<file path="config.mk">
export PLATFORM = sky130hd
export DESIGN_NAME = reg_bank8x16
export DESIGN_NICKNAME = d
export VERILOG_FILES = /design/src/rtl/reg_bank8x16.sv
export SDC_FILE = /design/constraint.sdc
export NUM_CORES = 1
export LEC_CHECK = 0
export BUFFER_PORTS_ARGS = -buffer_cell sky130_fd_sc_hd__buf_4
export CORE_UTILIZATION = 50
export DETAILED_ROUTE_END_ITERATION = 8
export PLACE_DENSITY_LB_ADDON = 0.05
export SLEW_MARGIN = 20
export SYNTH_ARGS = -nofsm -noshare
export SYNTH_HDL_FRONTEND = slang
export SYNTH_SLANG_ARGS = --single-unit
</file>
<file path="constraint.sdc">
create_clock -name clk -period 1.5 [get_ports clk]
set_input_delay 0.225 -clock clk [delete_from_list [all_inputs] [get_ports clk]]
set_output_delay 0.225 -clock clk [all_outputs]
set_load 0.05 [all_outputs]
</file>
<file path="src/rtl/reg_bank8x16.sv">
// reg_bank8x16: eight-entry register bank with a per-register busy scoreboard and a consumer stall.
// Multicycle producers reserve a destination register; the write that later lands on it completes the reservation.
module reg_bank8x16 #(
    parameter int               WIDTH   = 16,
    parameter logic [WIDTH-1:0] RST_VAL = '0
) (
    input  logic             clk,
    input  logic             rst_n,
    input  logic             we,
    input  logic [2:0]       waddr,
    input  logic [WIDTH-1:0] wdata,
    input  logic             rsv,
    input  logic [2:0]       rsv_addr,
    input  logic             chk_en,
    input  logic [2:0]       chk_a,
    input  logic [2:0]       chk_b,
    output logic [WIDTH-1:0] q0,
    output logic [WIDTH-1:0] q1,
    output logic [WIDTH-1:0] q2,
    output logic [WIDTH-1:0] q3,
    output logic [WIDTH-1:0] q4,
    output logic [WIDTH-1:0] q5,
    output logic [WIDTH-1:0] q6,
    output logic [WIDTH-1:0] q7,
    output logic [7:0]       busy,
    output logic             stall,
    output logic             ovr_err
);
    logic [WIDTH-1:0] r_mem [8];
    logic [7:0]       r_busy;
    logic             r_ovr;
    logic [7:0]       w_clr;
    logic [7:0]       w_set;
    logic             w_ovr_hit;

    assign w_clr = we  ? 8'(1) << waddr    : 8'h00;
    assign w_set = rsv ? 8'(1) << rsv_addr : 8'h00;
    // A same-cycle write to the reserved index retires the old reservation, so that is not an overrun.
    assign w_ovr_hit = rsv & r_busy[rsv_addr] & ~(we & (waddr == rsv_addr));

    always_ff @(posedge clk or negedge rst_n) begin
        if (!rst_n) begin
            for (int i = 0; i < 8; i++) r_mem[i] <= RST_VAL;
            r_busy <= 8'h00;
            r_ovr  <= 1'b0;
        end else begin
            if (we) r_mem[waddr] <= wdata;
            r_busy <= (r_busy & ~w_clr) | w_set;
            r_ovr  <= r_ovr | w_ovr_hit;
        end
    end

    assign q0      = r_mem[0];
    assign q1      = r_mem[1];
    assign q2      = r_mem[2];
    assign q3      = r_mem[3];
    assign q4      = r_mem[4];
    assign q5      = r_mem[5];
    assign q6      = r_mem[6];
    assign q7      = r_mem[7];
    assign busy    = r_busy;
    assign ovr_err = r_ovr;
    assign stall   = chk_en & (r_busy[chk_a] | r_busy[chk_b]);
endmodule

</file>
==> flow_metrics.tcl, run 1 <==
set metrics [dict create \
    status "finished with violations" \
    ys_seq_area_frac 0.6287 \
    route.detailed.drc 0 \
    core_um2 10460 \
    std_cell_rows 37 \
    final_nets 594 \
    dp.cells 658 \
    crit_fanout 3 \
    critPathCaptureType "primary output" \
    grt_max_degree 43 \
    clockBufferDepth 2 \
    layout.cells.non_filler 710 \
    antenna_found_initial 0 \
    dieArea_um2 11330 \
    place_area_um2 7128 \
    leakagePower_nw 3.754 \
    synthCells 332 \
    critical_path_arrival_ns 1.87 \
    synth-edff-count 0 \
    synth.top_cell.area_share 0.6287 \
    first_pass_iters 4 \
    finalWirelength_mm 13.58 \
    gp_congestion 0.8258 \
    drive_gt1_frac 0.6812 \
    die_y_um 106.4 \
    maxSlewHeadroom 0.7213 \
    clkLatencyLatePin_ns 0.52 \
    wl_per_cell_um 19.13 \
    peakVddDrop_mv 1.098 \
    pin_count 171 \
    tritoncts "built" \
    fin_tns_setup_ns -0.5916 \
    clockRootBuffer "clkbuf_8" \
    gr-total-overflow 0 \
    viasPerCell 5.224 \
    yosysWarnings 0 \
    drv_slew 0 \
    ant_nets 0 \
    clock_skew_ns 0.003696 \
    synth.most_common_cell "dfrtp_1" \
    drtIter0Drc 116 \
    path_class "reg2out" \
    die_width_um 106.4 \
    diodes 0 \
    cts_buffers 17 \
    drv_cap 0 \
    startpoint_type "flip-flop" \
    cp-startpoint "busy[5]" \
    setup_viol 1 \
    critical_path_required_ns 1.27 \
    fmax_ghz 0.4781 \
    synthFlopType "dfrtp_1" \
    netlist_top_cells_count "137 x dfrtp_1, 129 x mux2_2, 8 x nand2_1" \
    violations "setup timing" \
    syn_to_final_growth_pct 46.40 \
    rsz0062_at_grt "true" \
    grt_use_total 0.2620 \
    tightestPinTransition_ns 0.4180 \
    dp_hpwl_mm 9.390 \
    grt_pass1_wl_mm 21.85 \
    num_vias 3709 \
    grt_pass1_vias 4030 \
    r2r_slack_ns 0.11 \
    portBuffers 170 \
    fin_area_um2 7983 \
    syn-cell-area_um2 5453 \
    synth.largest_area_cell "dfrtp_1" \
    r2r-start "busy[0]" \
    critical_path.endpoint "stall" \
    fin_crit_sh 1.394 \
    layout_setup_ws_ns -0.5916 \
    synth_cell_types 27 \
    ys_ff_latch 137 \
    p_per_area_nw_per_um2 1864 \
    reg2reg_depth 5 \
    synth_top_cells_by_area "dfrtp_1 63%, mux2_2 27%, mux4_2 1.7%, nand4b_2 0.83%, buf_4 0.69%" \
    fin_crit_ns 2.092 \
    h-tree-depth 4 \
    timing.rr.end "ovr_err" \
    ys_async_sr_fraction 1.000 \
    start_util 0.5212 \
    min_path_type "in2reg" \
    finalHoldViolCount 0 \
    numClockSinks 137 \
    clk_pin_slew_worst_paths_ns 0.06 \
    pre_cts_ws_ns -0.07974 \
    syn_avg_cell_area_um2 16.42 \
    syn_nets 365 \
]
kinds of logic (layout without fill, tap and decap cells):
family | count (synthesis) | count (layout) | share of synthesized area
buffers and inverters | 19 | 261 | 0.02180
flip-flops | 137 | 137 | 0.6287
AND/OR/NAND/NOR | 23 | 23 | 0.03832
AO/OA/AOI/OAI | 14 | 14 | 0.01790
multiplexers | 136 | 136 | 0.2884
XOR/XNOR | 3 | 3 | 0.004820
how the worst min path moves through the flow:
stage               depth (start not counted)  slack (ns)  startpoint       to
floorplan                                   0       -0.07       rst_n  busy[0]
global placement                            1        0.17       rst_n    q2[3]
detailed placement                          1        0.17       rst_n    q3[3]
CTS                                         3        0.06         rsv  busy[3]
global route                                3         0.1         rsv  busy[2]
finish                                      3        0.09         rsv  busy[2]
registers in the layout (all words and copies together), names as in the netlist:
signal and flops:
q0 16, q2 16, q1 16, q6 16, q3 16, q5 16
busy 8, q4 16, ovr_err 1, q7 16
cell usage in the layout (no fill, tap or decap), types with 2 or more instances in the layout:
cell           synthesis  layout
buf_12                 0       3
clkinv_2               0       4
clkbuf_16              0      16
nor3_4                 2       2
o22ai_1                2       2
mux2_2               129     129
bufinv_16              0       3
o32ai_1                2       2
clkbuf_8               0       3
clkinvlp_4             0       3
nand2b_1               4       4
dlygate4sd3_1          0      20
dfrtp_1              137     129
mux2i_2                0       2
xnor2_1                3       3
buf_8                  0       5
o21ai_0                5       5
nand4b_2               3       3
inv_1                  4       4
buf_4                  5     192
nor3b_4                2       2
clkinv_4               0       2
mux4_2                 4       4
buf_6                  3       5
nand2_1                8       8
dfrtp_2                0       8
through the flow:
stage / power, mW / hold slack, ns / utilization
after CTS: 14.97 / 0.06435 / 0.7602
after detailed placement: 10.71 / 0.1703 / 0.6813
final: 14.88 / 0.08660 / 0.7630
after floorplan: 8.756 / -0.07059 / -
after global placement: 10.60 / 0.1682 / 0.6813
after global routing: 15.41 / 0.09783 / 0.7630
report_power, final:
group / internal [mW] / switching (mW)
Sequential: 4.51 / 0.437
Clock: 2.61 / 1.52
Combinational: 1.95 / 3.86
what timing repair did:
| action | in CTS | in global routing |
|---|---|---|
| hold buffers | 20 | 0 |
| endpoints found under the setup margin | 4 | 8 |
| buffers inserted | 2 | 2 |
| resized for setup | 6 | 10 |
| endpoints found under the hold margin | 225 | 0 |
final cells by class:
class	count	area, um^2
Sequential cell	137	3438
Fill cell	708	2480
Multi-Input combinational cell	176	1931
Timing Repair Buffer	225	1833
Clock buffer	20	445.4
Tap cell	136	170.2
Clock inverter	12	150.1
Inverter	4	15.01
routing by layer:
metal,track usage,up-vias,wire length (um)
met5,0,-,0
met4,0.09785,0,280
met3,0.07480,22,874
met2,0.4416,132,6846
met1,0.3208,1894,5578
li1,-,1661,-
critical path: stages (launching register included):
cell,delay (ns)
dfrtp_2,0.41
mux4_2,0.48
mux2i_2,0.22
a21boi_4,0.08
buf_6,0.15
(Power assumes the default switching activity.)
==> inputs of run 2 (changes only) <==
RECOVER_POWER = 50   (was unset)
==> run 2 against run 1 <==
The run still ends with setup timing left. Global-route usage stayed put. Sequential share of layout area is 0.69 points higher. Wire length is 0.47% lower. Sequential power hardly changed. Non-clock buffer count stayed put. Power is 0.27% lower. Worst hold slack hardly changed. Critical path depth stayed put. Die area stayed put. Critical endpoint unchanged. Largest cell class unchanged.
==> flow_metrics.tcl, run 2 (same netlist as run 1, synthesis figures left out) <==
set metrics [dict create \
    final_common_cell "buf_4" \
    fill_cells 733 \
    critical_path_required_ns 1.27 \
    grt_use_total 0.2620 \
    crit_fanout 3 \
    die_y_um 106.4 \
    route.detailed.drc 0 \
    grt_pass1_vias 4030 \
    violations "setup timing" \
    p_per_area_nw_per_um2 1889 \
    ant_nets 0 \
    min_delay_worst_endpoint "busy[2]" \
    utilization 0.7510 \
    gr-total-overflow 0 \
    critical_path_arrival_ns 1.87 \
    syn_to_final_growth_pct 44.10 \
    maxSlewHeadroom 0.2820 \
    clockRootBuffer "clkbuf_8" \
    layout_setup_ws_ns -0.5919 \
    fin_crit_ns 2.092 \
    start_util 0.5212 \
    wl_per_cell_um 19.04 \
    antenna_found_initial 0 \
    num_vias 3708 \
    die_width_um 106.4 \
    cts_buffers 17 \
    rsz0062_at_grt "true" \
    path_class "reg2out" \
    dp_hpwl_mm 9.390 \
    fin_tns_setup_ns -1.255 \
    grt_pass1_wl_mm 21.85 \
    tritoncts "built" \
    min_path_type "in2reg" \
    numClockSinks 137 \
    viasPerCell 5.223 \
    dieArea_um2 11330 \
    core_um2 10460 \
    status "finished with violations" \
    peakVddDrop_mv 1.096 \
    hold_start "rsv" \
    std_cell_rows 37 \
    finalHoldViolCount 0 \
    fmax_ghz 0.4780 \
    final_nets 594 \
    drive_gt1_frac 0.6463 \
    timing.rr.end "ovr_err" \
    fin_crit_sh 1.395 \
    diodes 0 \
    startpoint_type "flip-flop" \
    clkLatencyLatePin_ns 0.52 \
    clk_pin_slew_worst_paths_ns 0.06 \
    portBuffers 170 \
    final_cell_mix "169 x buf_4, 129 x mux2_2, 129 x dfrtp_1" \
    h-tree-depth 4 \
    reg2reg_depth 5 \
    tightestPinTransition_ns 1.077 \
    first_pass_iters 4 \
    r2r_slack_ns 0.09 \
    drv_cap 0 \
    drv_slew 0 \
    finalPower_mw 14.84 \
    holdPathStages 3 \
    critPathCaptureType "primary output" \
    clock_skew_ns 0.003565 \
    pin_count 171 \
    drtIter0Drc 108 \
    leakagePower_nw 3.667 \
    setup_viol 11 \
    clockBufferDepth 2 \
    grt_max_degree 43 \
    gp_congestion 0.8258 \
    r2r-start "busy[0]" \
    finalWirelength_mm 13.52 \
]
[run 2: changes by cell type in the layout (fill, tap and decap cells not counted), sizes merged]
cell / change
buf: -25
clkbuf: +25
[run 2: worst max-delay path, stage by stage, from the launching register on]
cell and delay (ns):
dfrtp_2 0.41, mux4_2 0.48, mux2i_2 0.22, a21boi_4 0.08
buf_6 0.15
[run 2: timing repair]
action | CTS | global route
endpoints found under the hold margin | 225 | 0
gates resized for setup | 6 | 10
endpoints found under the setup margin | 4 | 8
setup buffers | 2 | 2
pin swaps | 0 | 0
hold buffers | 20 | 0
[run 2: per-stage QoR]
step | hold WS (ns) | std cells | area [um^2] | setup slack [ns]
finish | 0.08644 | 710 | 7858 | -0.5919
global placement | 0.1682 | 658 | 7128 | -0.05680
CTS | 0.06435 | 711 | 7954 | -0.6099
floorplan | -0.07059 | 332 | 5482 | -0.09767
global route | 0.09783 | 710 | 7858 | -0.6364
detailed placement | 0.1703 | 658 | 7128 | -0.07974
[run 2: layer usage]
metal  global-route usage  up-vias  part of all wire
met5                    0        -                 0
met1               0.3208     1897              0.41
li1                     -     1667                 -
met2               0.4416      126              0.51
met4              0.09785        0             0.017
met3              0.07480       18             0.062
[run 2: worst max-delay path by stage]
stage                 start     to  slack, ns  depth (start not counted)
floorplan           busy[5]  stall       -0.1                          3
finish              busy[5]  stall      -0.59                          4
CTS                 busy[5]  stall      -0.61                          4
global placement    busy[3]  stall      -0.06                          4
global route        busy[5]  stall      -0.64                          4
detailed placement  busy[5]  stall      -0.08                          4
[run 2: cell type report]
cell class,instances,area (um^2),share of cell area
tap,136,170.2,0.02166
inverter,4,15.01,0.001911
clock inverter,12,150.1,0.01911
sequential,137,3438,0.4376
multi-input combinational,176,1919,0.2443
timing repair buffer,225,1719,0.2188
clock buffer,20,445.4,0.05669
[run 2: report_power, final]
part           internal [mW]  total [mW]  switching, mW
sequential              4.51        4.95          0.436
clock                   2.61        4.12           1.51
combinational           1.92        5.77           3.85
total                   9.04        14.8           5.80
==> inputs of run 3 (changes only) <==
CORE_UTILIZATION = 51   (was 50)
==> run 3 against run 2 <==
Wire length up 1.5%. Non-clock buffer count up 3. Largest power group unchanged. The run still ends with setup timing left. Cell area up 0.76%. Clock skew up 0.0012 ns. First-iteration DRC count up 31%. Worst hold slack worse by 0.0074 ns. Utilization up 1.6 points. Maximum frequency up 0.62%. Critical path depth unchanged.
==> flow_metrics.tcl, run 3 (same netlist as run 1, synthesis figures left out) <==
set metrics [dict create \
    status "finished with violations" \
    violations "setup timing" \
    setup_viol 2 \
    layout_setup_ws_ns -0.5791 \
    numClockSinks 137 \
    clkLatencyLatePin_ns 0.51 \
    std_cell_rows 37 \
    drv_slew 0 \
    drv_cap 0 \
    fin_crit_sh 1.386 \
    gp_congestion 0.8344 \
    peakVddDrop_mv 1.173 \
    reg2reg_depth 5 \
    dp_hpwl_mm 9.205 \
    grt_pass1_vias 3915 \
    drive_gt1_frac 0.6516 \
    first_pass_iters 4 \
    final_common_cell "buf_4" \
    grt_max_degree 34 \
    viasPerCell 5.252 \
    h-tree-depth 4 \
    hold_start "rsv" \
    clockBufferDepth 2 \
    gr-total-overflow 0 \
    slowest_delay_ns 0.51 \
    ant_nets 0 \
    timing.rr.end "ovr_err" \
    leakagePower_nw 3.705 \
    r2r-start "busy[0]" \
    wl_per_cell_um 19.25 \
    finalHoldViolCount 0 \
    clk_pin_slew_worst_paths_ns 0.06 \
    die_y_um 105.4 \
    critical_path_arrival_ns 1.85 \
    crit_slowest_cell "mux4_2" \
    pin_count 171 \
    dieArea_um2 11110 \
    die_width_um 105.4 \
    grt_use_total 0.2680 \
    portBuffers 170 \
    p_per_area_nw_per_um2 1895 \
    r2r_slack_ns 0.07 \
    route.detailed.drc 0 \
    final_cell_mix "175 x buf_4, 129 x dfrtp_1, 128 x mux2_2" \
    cts_buffers 17 \
    core_um2 10320 \
    start_util 0.5282 \
    num_vias 3745 \
    critical_path_required_ns 1.27 \
    layout.cells.non_filler 713 \
    fin_crit_ns 2.079 \
    cp-startpoint "busy[5]" \
    fmax_ghz 0.4810 \
    maxSlewHeadroom 0.4814 \
    path_class "reg2out" \
    drtIter0Drc 142 \
    cp_cell_sequence "mux4_2 -> mux2i_4 -> a21boi_4 -> buf_6" \
    utilization 0.7669 \
    rsz0062_at_grt "true" \
    crit_fanout 3 \
    min_path_type "in2reg" \
    dp.cells 661 \
    holdPathStages 3 \
    diodes 0 \
    startpoint_type "flip-flop" \
    tritoncts "built" \
    antenna_found_initial 0 \
    finalPower_mw 15.00 \
    clock_skew_ns 0.004782 \
    final_nets 597 \
    syn_to_final_growth_pct 45.20 \
    fill_cells 647 \
    critPathCaptureType "primary output" \
    clockRootBuffer "clkbuf_8" \
    finalWirelength_mm 13.72 \
    min_delay_worst_endpoint "busy[7]" \
    tightestPinTransition_ns 0.7766 \
    grt_pass1_wl_mm 21.80 \
]
[run 3: cell types whose count changed in the layout (fill, tap and decap cells not counted), sizes merged]
cell	delta
clkinv	-2
bufinv	+1
buf	+6
inv	+2
clkinvlp	+2
clkbuf	-7
dlymetal6s2s	+1
[run 3: worst max path at each step]
stage | end | slack [ns] | depth (start not counted)
3_5_place_dp | stall | -0.09 | 4
5_1_grt | stall | -0.63 | 4
4_1_cts | stall | -0.61 | 4
3_3_place_gp | stall | -0.06 | 4
6_report | stall | -0.58 | 4
2_1_floorplan | stall | -0.1 | 3
[run 3: final cells by class]
cell class | count | area [um^2] | area share
flip-flops and latches | 137 | 3438 | 0.4343
well taps | 136 | 170.2 | 0.02149
multi-input cells | 176 | 1916 | 0.2419
clock buffers | 17 | 414.1 | 0.05231
repair buffers | 228 | 1765 | 0.2230
inverters | 4 | 15.01 | 0.001896
clock inverters | 15 | 198.9 | 0.02513
[run 3: repair_timing]
item,4_1_cts,5_1_grt
resized for setup,7,9
buffers inserted,1,1
hold buffers,20,0
endpoints found under the setup margin,5,7
endpoints found under the hold margin,143,0
[run 3: through the flow]
stage                     hold WS (ns)  setup WS, ns  setup TNS [ns]  cell area [um^2]
after global placement          0.1907      -0.06395        -0.06395              7222
after global routing           0.09149       -0.6319          -1.015              7918
final                          0.07904       -0.5791         -0.8322              7918
after floorplan               -0.07059      -0.09767        -0.09767              5482
after CTS                      0.05433       -0.6102         -0.6102              8066
after detailed placement        0.1956      -0.08541        -0.08541              7222
[run 3: layer usage]
layer / GRT usage / up-vias / part of all wire
met1: 0.3366 / 1945 / 0.41
li1: - / 1662 / -
met5: 0 / - / 0
met2: 0.4380 / 122 / 0.52
met4: 0.1026 / 0 / 0.016
met3: 0.08040 / 16 / 0.051
[run 3: critical path, delay by kind of cell (launching register included)]
| family | cells | cell delay, ns |
|---|---|---|
| muxes | 2 | 0.70 |
| DFF | 1 | 0.41 |
| buffers and inverters | 1 | 0.15 |
| AOI/OAI and AO/OA | 1 | 0.07 |
[run 3: report_power, final]
part	switching (mW)	internal, mW
combinational	3.86	1.92
sequential	0.438	4.51
clock	1.57	2.70
